===== src/rtl/minisrc_pkg.sv =====
// Shared encodings for the mini-SRC control sequencer: states, opcodes,
// ctrl bit positions and opcode classification helpers.
package minisrc_pkg;

   typedef enum logic [2:0] {
      S_IDLE = 3'd0,
      S_T0   = 3'd1,
      S_T1   = 3'd2,
      S_T2   = 3'd3,
      S_T3   = 3'd4,
      S_T4   = 3'd5,
      S_T5   = 3'd6,
      S_HALT = 3'd7
   } state_t;

   localparam logic [4:0] OP_ADD  = 5'b00011;
   localparam logic [4:0] OP_SUB  = 5'b00100;
   localparam logic [4:0] OP_AND  = 5'b00101;
   localparam logic [4:0] OP_OR   = 5'b00110;
   localparam logic [4:0] OP_ADDI = 5'b01100;
   localparam logic [4:0] OP_ANDI = 5'b01101;
   localparam logic [4:0] OP_ORI  = 5'b01110;
   localparam logic [4:0] OP_NOP  = 5'b11010;
   localparam logic [4:0] OP_HALT = 5'b11011;

   localparam int CTRL_W    = 12;
   localparam int C_PCOUT   = 0;
   localparam int C_PCIN    = 1;
   localparam int C_INCPC   = 2;
   localparam int C_MARIN   = 3;
   localparam int C_READ    = 4;
   localparam int C_MDRIN   = 5;
   localparam int C_MDROUT  = 6;
   localparam int C_IRIN    = 7;
   localparam int C_YIN     = 8;
   localparam int C_ZIN     = 9;
   localparam int C_ZLOWOUT = 10;
   localparam int C_COUT    = 11;

   function automatic logic is_itype(input logic [4:0] op);
      return op inside {OP_ADDI, OP_ANDI, OP_ORI};
   endfunction

   function automatic logic is_alu(input logic [4:0] op);
      return is_itype(op) || (op inside {OP_ADD, OP_SUB, OP_AND, OP_OR});
   endfunction

endpackage


===== src/rtl/reg_select_decoder.sv =====
// 4-to-16 one-hot register select with enable; all-zero when disabled.
module reg_select_decoder (
   input  logic        en_i,
   input  logic [3:0]  sel_i,
   output logic [15:0] onehot_o
);

   always_comb begin
      onehot_o = '0;
      if (en_i) onehot_o[sel_i] = 1'b1;
   end

endmodule


===== src/rtl/control_sequencer.sv =====
// Mini-SRC fetch/execute control sequencer: Moore FSM with a bounded
// memory wait in T1 and a sticky fault flag.
module control_sequencer
   import minisrc_pkg::*;
#(
   parameter int TIMEOUT_CYCLES = 15
) (
   input  logic                clock,
   input  logic                clear,
   input  logic                start,
   input  logic [31:0]         ir,
   input  logic                mem_ready,
   output logic [CTRL_W-1:0]   ctrl,
   output logic [15:0]         r_out,
   output logic [15:0]         r_in,
   output logic [4:0]          alu_op,
   output logic                run,
   output logic                fault
);

   localparam int CW = $clog2(TIMEOUT_CYCLES + 2);

   state_t        state_q;
   logic [CW-1:0] wait_q;
   logic          fault_q;

   logic [4:0] op;
   logic [3:0] ra, rb, rc;
   logic       unused_ir;

   assign op        = ir[31:27];
   assign ra        = ir[26:23];
   assign rb        = ir[22:19];
   assign rc        = ir[18:15];
   assign unused_ir = ^ir[14:0];

   always_ff @(posedge clock) begin
      if (!clear) begin
         state_q <= S_IDLE;
         wait_q  <= '0;
         fault_q <= 1'b0;
      end else begin
         case (state_q)
            S_IDLE: if (start) state_q <= S_T0;
            S_T0: begin
               state_q <= S_T1;
               wait_q  <= '0;
            end
            // mem_ready takes priority over the timeout on the final wait cycle
            S_T1: begin
               if (mem_ready) begin
                  state_q <= S_T2;
               end else if (wait_q == CW'(TIMEOUT_CYCLES)) begin
                  state_q <= S_HALT;
                  fault_q <= 1'b1;
               end else begin
                  wait_q <= wait_q + CW'(1);
               end
            end
            S_T2: state_q <= S_T3;
            S_T3: begin
               if (op == OP_HALT) begin
                  state_q <= S_HALT;
               end else if (op == OP_NOP) begin
                  state_q <= S_T0;
               end else if (!is_alu(op)) begin
                  state_q <= S_HALT;
                  fault_q <= 1'b1;
               end else begin
                  state_q <= S_T4;
               end
            end
            S_T4: state_q <= S_T5;
            S_T5: state_q <= start ? S_T0 : S_IDLE;
            S_HALT: state_q <= S_HALT;
            default: state_q <= S_IDLE;
         endcase
      end
   end

   logic       rout_en, rin_en;
   logic [3:0] rout_sel;

   always_comb begin
      ctrl     = '0;
      alu_op   = '0;
      rout_en  = 1'b0;
      rout_sel = rb;
      rin_en   = 1'b0;
      case (state_q)
         S_T0: begin
            ctrl[C_PCOUT] = 1'b1;
            ctrl[C_MARIN] = 1'b1;
            ctrl[C_INCPC] = 1'b1;
            ctrl[C_ZIN]   = 1'b1;
         end
         S_T1: begin
            ctrl[C_ZLOWOUT] = 1'b1;
            ctrl[C_READ]    = 1'b1;
            ctrl[C_MDRIN]   = 1'b1;
            ctrl[C_PCIN]    = (wait_q == '0);
         end
         S_T2: begin
            ctrl[C_MDROUT] = 1'b1;
            ctrl[C_IRIN]   = 1'b1;
         end
         S_T3: begin
            if (is_alu(op)) begin
               rout_en      = 1'b1;
               ctrl[C_YIN] = 1'b1;
            end
         end
         S_T4: begin
            ctrl[C_ZIN] = 1'b1;
            alu_op      = op;
            if (is_itype(op)) begin
               ctrl[C_COUT] = 1'b1;
            end else begin
               rout_en  = 1'b1;
               rout_sel = rc;
            end
         end
         // R0 is hardwired, so its load enable is never raised
         S_T5: begin
            ctrl[C_ZLOWOUT] = 1'b1;
            rin_en          = (ra != 4'd0);
         end
         default: ;
      endcase
   end

   reg_select_decoder u_rout_dec (
      .en_i     (rout_en),
      .sel_i    (rout_sel),
      .onehot_o (r_out)
   );

   reg_select_decoder u_rin_dec (
      .en_i     (rin_en),
      .sel_i    (ra),
      .onehot_o (r_in)
   );

   assign run   = (state_q != S_IDLE) && (state_q != S_HALT);
   assign fault = fault_q;

endmodule


===== config.mk =====
export PLATFORM = sky130hd
export DESIGN_NAME = control_sequencer
export DESIGN_NICKNAME = d
export VERILOG_FILES = /design/src/rtl/minisrc_pkg.sv /design/src/rtl/reg_select_decoder.sv /design/src/rtl/control_sequencer.sv
export SDC_FILE = /design/constraint.sdc
export NUM_CORES = 1
export LEC_CHECK = 0
export CORE_MARGIN = 2
export CORE_UTILIZATION = 37
export CTS_BUF_LIST = sky130_fd_sc_hd__clkbuf_4
export DETAILED_ROUTE_END_ITERATION = 12
export GPL_TIMING_DRIVEN = 0
export PLACE_DENSITY = 0.83
export REMOVE_ABC_BUFFERS = 1
export SLEW_MARGIN = 10
export SYNTH_ARGS = -nofsm -noshare
export SYNTH_HDL_FRONTEND = slang
export SYNTH_SLANG_ARGS = --single-unit

===== constraint.sdc =====
create_clock -name clock -period 2.1 [get_ports clock]
set_input_delay 0.21 -clock clock [delete_from_list [all_inputs] [get_ports clock]]
set_output_delay 0.21 -clock clock [all_outputs]
set_load 0.01 [all_outputs]

==> run metrics, run 1 <==
CP endpoint kind=output port; drt initial violations=169; largest net degree at the start of global routing=13; Multi-input gate area=1090 sq um; Antenna Cells=0; cell leakage power=0.000993 uW; Fmax achieved=0.482 GHz; Int Pwr=466 uW; detailed-placement wirelength estimate=3150 um; Power Total=767 uW; adder-cell share of the synthesized area=2.87%; Setup Skew=8.06 ps; crit share post-route=98.7%; routed vias=1,725; Placed Cells=277; simple-gate area share of the yosys netlist=35.9%; Cell Rows=21; Clock Latency Late Sink=270 ps; crit path cell chain=nand3b_1, a32oi_2, a22oi_2, dlygate4sd2_1; share of cells above drive strength 1=21.1%; clock buffer depth=2; Global Route Usage Sum=21.5%; mux contribution to synthesized area=0.765%; NetSw=301 uW; HP Class=flip-flop to flip-flop; Finished Core Util=65.7%; Relative slew margins=67.5%; nets@finish=291; Worst R2R Setup Slack=120 ps; crit start category=flip-flop; die area=4030 sq um; synth unique cells=54; CTS tree=yes; Routed WL=4730 um; CP max FO=12; total clock sinks=9; Synth Area in XOR/XNOR=0%; routed length per instance=15.9 um; syn avg cell area=7.44 sq um; Crit Path Class=flip-flop to output port; vias per inst=5.81; FF+latch area=191 sq um; Async SR Flop Fraction=0%; final worst setup slack=26.8 ps; Remaining DRCs=0; Routed Antenna Nets=0; sequential-to-total area share from yosys stat=13.8%; commonest non-fill, non-tap cell in the layout=clkdlybuf4s50_1; RSZ-0062 raised after global routing=yes; Worst EP arrival=1860 ps; switching fraction of total power=39.2%; sequential power share=29.4%; Logic pwr share=50.4%; TritonCTS Buffers=3; initial antenna violation count=0; first-pass GRT wire length=7090 um; # Max-Cap Violations=0; Post-synth EDFFs=0; area fraction in compound gates after synthesis=33.3%; number of global-route vias before repair=1,591; Syn Inst Count=176; Root Buffer=clkbuf_4; core box area=3360 sq um; Period minus WS final=2070 ps; worst slack, placed=-411 ps; Post-synth top flop=dfxtp_1; CTS clk-pin slew, worst paths=70 ps; outcome=finished clean; # IOs=87; starting density of the core=38.9%; largest family of logic cells by synthesized area=simple AND/OR/NAND/NOR gates; clock group share of total power=20.2%; commonest cells after routing, fill and taps aside=clkdlybuf4s50_1 (34), dlygate4sd2_1 (24), inv_1 (16), nor2_1 (16), a22oi_1 (15); WP data required=1890 ps; Die X=63.5 um; pwr dens=347 nW/um^2; setup TNS=0 ps; TritonRoute pass-1 iters=4; gpl congestion=0.868; H-tree levels=1; max incr delay on CP=410 ps; Final Hold Viols=0; grt total ovfl=0; P&R area growth vs syn=68.8%; synthesis-stage register bit count=9; worst-margin pin slew=480 ps; Die Y=63.5 um; Slew Viols, Final=0; setup violators final=0; Synth Cell Area=1310 sq um; VDD IR-drop max=0.000153 V; fillers=317; yosys warns=0; non-filler cells, final=297; crit path max-delay cell type=a32oi_2; IO buf count=70
==> synthesized netlist by cell type, types with 3 or more instances <==
cell type  number  area share (%)
buf_6           3             2.6
dfxtp_1         9              14
nand2_1         5             1.4
o2111ai_1      10             6.7
o21ai_0         4             1.5
o211ai_1        4             2.3
nand3_1         5             1.9
a21oi_1         5             1.9
nor4_1          3             1.4
nor3b_1         3             1.7
inv_1          16             4.6
buf_2           6             2.3
or3b_1          3             2.0
ha_1            3             2.9
nor3_1          5             1.9
nor2_1         16             4.6
and2_1          6             2.9
buf_4           6             3.4
nand2b_1        4             1.9
a22oi_1        17             9.8
==> metal layers <==
layer	share of wire, %	GRT usage, %
met1	42	25.4
met4	1.0	7.34
met3	6.2	3.93
met5	0	0
met2	51	38.6
==> power groups by stage <==
stage | registers [uW] | clock network (uW) | logic, uW
after floorplan | 222 | 0 | 154
after global placement | 237 | 0 | 312
after detailed placement | 236 | 0 | 319
after CTS | 224 | 150 | 361
after global routing | 229 | 165 | 414
final | 225 | 155 | 387
==> cells by family (layout without fill, tap and decap cells) <==
logic type,Yosys count,after routing
AO/OA/AOI/OAI,57,57
adder cells (fa/ha/maj),3,3
buffers and inverters,32,106
flip-flops,9,9
multiplexers,1,1
other,1,1
AND/OR/NAND/NOR,73,74
==> worst max-delay path, delay by kind of cell (launching register included) <==
| kind | cells | cell delay (ps) |
|---|---|---|
| buffers and inverters | 1 | 310 |
| flip-flops | 1 | 400 |
| AO/OA/AOI/OAI | 2 | 540 |
| AND/OR/NAND/NOR | 1 | 330 |
==> flip-flops by register name, summed over array words and instances (netlist names) <==
name     count
state_q      3
wait_q       5
fault        1
==> stage by stage <==
stage	instance area [sq um]	hold slack (ps)
global placement	1960	485
global route	2210	542
detailed placement	1960	496
CTS	2080	504
floorplan	1200	373
finish	2210	503
==> final cells by class <==
cell class	instances	share of cell area (%)
multi-input cells	136	49.2
repair buffers	85	35.3
flip-flops and latches	9	8.66
inverters	17	2.89
well taps	46	2.60
clock buffers	4	1.36
==> final timing paths <==
path                                 from                     end  cells after the start
setup reg to reg   wait_q[0]$_SDFFE_PN0P_  wait_q[4]$_SDFFE_PN0P_                      6
setup / recovery  state_q[1]$_SDFFE_PN0P_                r_out[9]                      4
hold reg to reg    wait_q[4]$_SDFFE_PN0P_  wait_q[4]$_SDFFE_PN0P_                      2
hold / removal     wait_q[4]$_SDFFE_PN0P_  wait_q[4]$_SDFFE_PN0P_                      2
==> repair_timing <==
action	CTS	global route
endpoints found under the setup margin	47	26
pin swaps	3	9
buffers inserted	5	10
hold buffers	0	0
resized for setup	51	23
cloned	1	0
Power figures use the tool's default switching activity.
==> inputs of run 2 (changes only) <==
CORE_UTILIZATION = 35   (was 37)
PLACE_DENSITY = 0.79   (was 0.83)
==> run 2 against run 1 <==
Compared with the run above: clock skew decreased by 6.9 ps; cell count rose by 0.34%; non-clock buffer count shrank 1; clock power about the same; core utilization decreased by 6.0 points; highest routed layer unchanged; combinational power down 3%; wire length down 7.6%; first-iteration DRC count down 45%; setup slack gained 24 ps; sequential share of layout area grew 0.16 points; flip-flop and latch count did not move; worst hold slack lost 8.7 ps.
==> run metrics, run 2 (synthesis gave the netlist of run 1 again) <==
outcome=finished clean; pwr dens=347 nW/um^2; Root Buffer=clkbuf_4; Routed WL=4370 um; switching fraction of total power=38.3%; sequential power share=29.7%; non-filler cells, final=298; hold depth=2; drt initial violations=93; Worst EP arrival=1840 ps; Finished Core Util=59.7%; largest net degree at the start of global routing=13; HP Class=flip-flop to flip-flop; clock group share of total power=20.5%; Clock Latency Late Sink=270 ps; # Max-Cap Violations=0; Placed Cells=279; WP data required=1890 ps; total clock sinks=9; # IOs=87; commonest cells after routing, fill and taps aside=clkdlybuf4s50_1 (38), dlygate4sd2_1 (24), a22oi_1 (17), inv_1 (16), nor2_1 (16); gpl congestion=0.835; Routed Antenna Nets=0; Antenna Cells=0; number of global-route vias before repair=1,507; FF+latch area=191 sq um; Fmax achieved=0.488 GHz; grt total ovfl=0; Multi-input gate area=1060 sq um; CTS tree=yes; Die X=65.2 um; fillers=347; Slew Viols, Final=0; Remaining DRCs=0; TritonRoute pass-1 iters=4; Period minus WS final=2050 ps; Int Pwr=464 uW; first-pass GRT wire length=7130 um; Setup Skew=1.18 ps; crit share post-route=97.6%; vias per inst=5.58; VDD IR-drop max=0.000164 V; worst r2r path cells=6; setup violators final=0; final instance area=2170 sq um; starting density of the core=36.0%; CP max FO=7; IO buf count=70; NetSw=288 uW; initial antenna violation count=0; share of cells above drive strength 1=20.0%; P&R area growth vs syn=65.7%; # hold bufs at CTS=0; routed vias=1,664; CTS clk-pin slew, worst paths=60 ps; TritonCTS Buffers=3; Cell Rows=22; Post-DP Area=1960 sq um; cell leakage power=0.000930 uW; Logic pwr share=49.8%; die area=4240 sq um; Crit Path Class=primary input to output port; Final Hold Viols=0; Die Y=65.2 um; Largest Register=wait_q; Power Total=752 uW; max reg flops=5; H-tree levels=1; routed length per instance=14.7 um; commonest non-fill, non-tap cell in the layout=clkdlybuf4s50_1; clock buffer depth=2; crit start category=primary input; core box area=3630 sq um; CP endpoint kind=output port; detailed-placement wirelength estimate=2990 um; RSZ-0062 raised after global routing=yes; nets@finish=290; Global Route Usage Sum=20.7%
-- run 2: layout make-up --
cell class	instances	area share, %
clock buffers	4	1.38
well taps	48	2.77
flip-flops and latches	9	8.83
multi-input cells	136	49.0
inverters	17	2.94
repair buffers	84	35.1
-- run 2: power groups by stage --
stage          Clock (uW)  Combinational, uW  Sequential [uW]
2_1_floorplan           0                154              222
3_3_place_gp            0                312              235
3_5_place_dp            0                315              237
4_1_cts               148                358              224
5_1_grt               162                409              226
6_report              154                375              223
-- run 2: per-stage QoR --
step	setup slack [ps]	hold slack [ps]	TNS, ps
4_1_cts	54.0	505	0
2_1_floorplan	276	373	0
3_5_place_dp	-480	496	-7860
6_report	50.4	494	0
5_1_grt	-13.9	546	-24.7
3_3_place_gp	-463	486	-7630
-- run 2: critical path, cell delays in order --
cell,delay [ps]
clkdlybuf4s50_1,620
inv_1,120
o32a_1,400
a22oi_1,210
dlygate4sd2_1,290
-- run 2: timing repair --
action                                  4_1_cts  5_1_grt
pin swaps                                     5        2
endpoints found under the setup margin       47       22
setup buffers                                10        4
gates cloned                                  1        0
gates resized for setup                      49       16
-- run 2: layer usage --
| layer | wire length (um) | share of wire [%] | vias up | global-route usage, % |
|---|---|---|---|---|
| met5 | 0 | 0 | - | 0 |
| met4 | 43 | 0.98 | 0 | 5.47 |
| met3 | 268 | 6.1 | 4 | 3.60 |
| met2 | 2150 | 49 | 52 | 36.9 |
| met1 | 1910 | 44 | 777 | 25.8 |
| li1 | - | - | 831 | - |
-- run 2: worst paths after layout --
path,from,endpoint,slack [ps]
worst min register to register,wait_q[4]$_SDFFE_PN0P_,wait_q[4]$_SDFFE_PN0P_,490
worst max register to register,wait_q[1]$_SDFFE_PN0P_,wait_q[1]$_SDFFE_PN0P_,160
worst min-delay path,wait_q[4]$_SDFFE_PN0P_,wait_q[4]$_SDFFE_PN0P_,490
worst max-delay path,ir[20],r_out[10],50
==> inputs of run 3 (changes only) <==
CTS_CLUSTER_DIAMETER = 150   (was default)
GPL_ROUTABILITY_DRIVEN = 1   (was default)
==> results of run 3 <==
Final layout, timing and power as in run 2 (identical DEF).
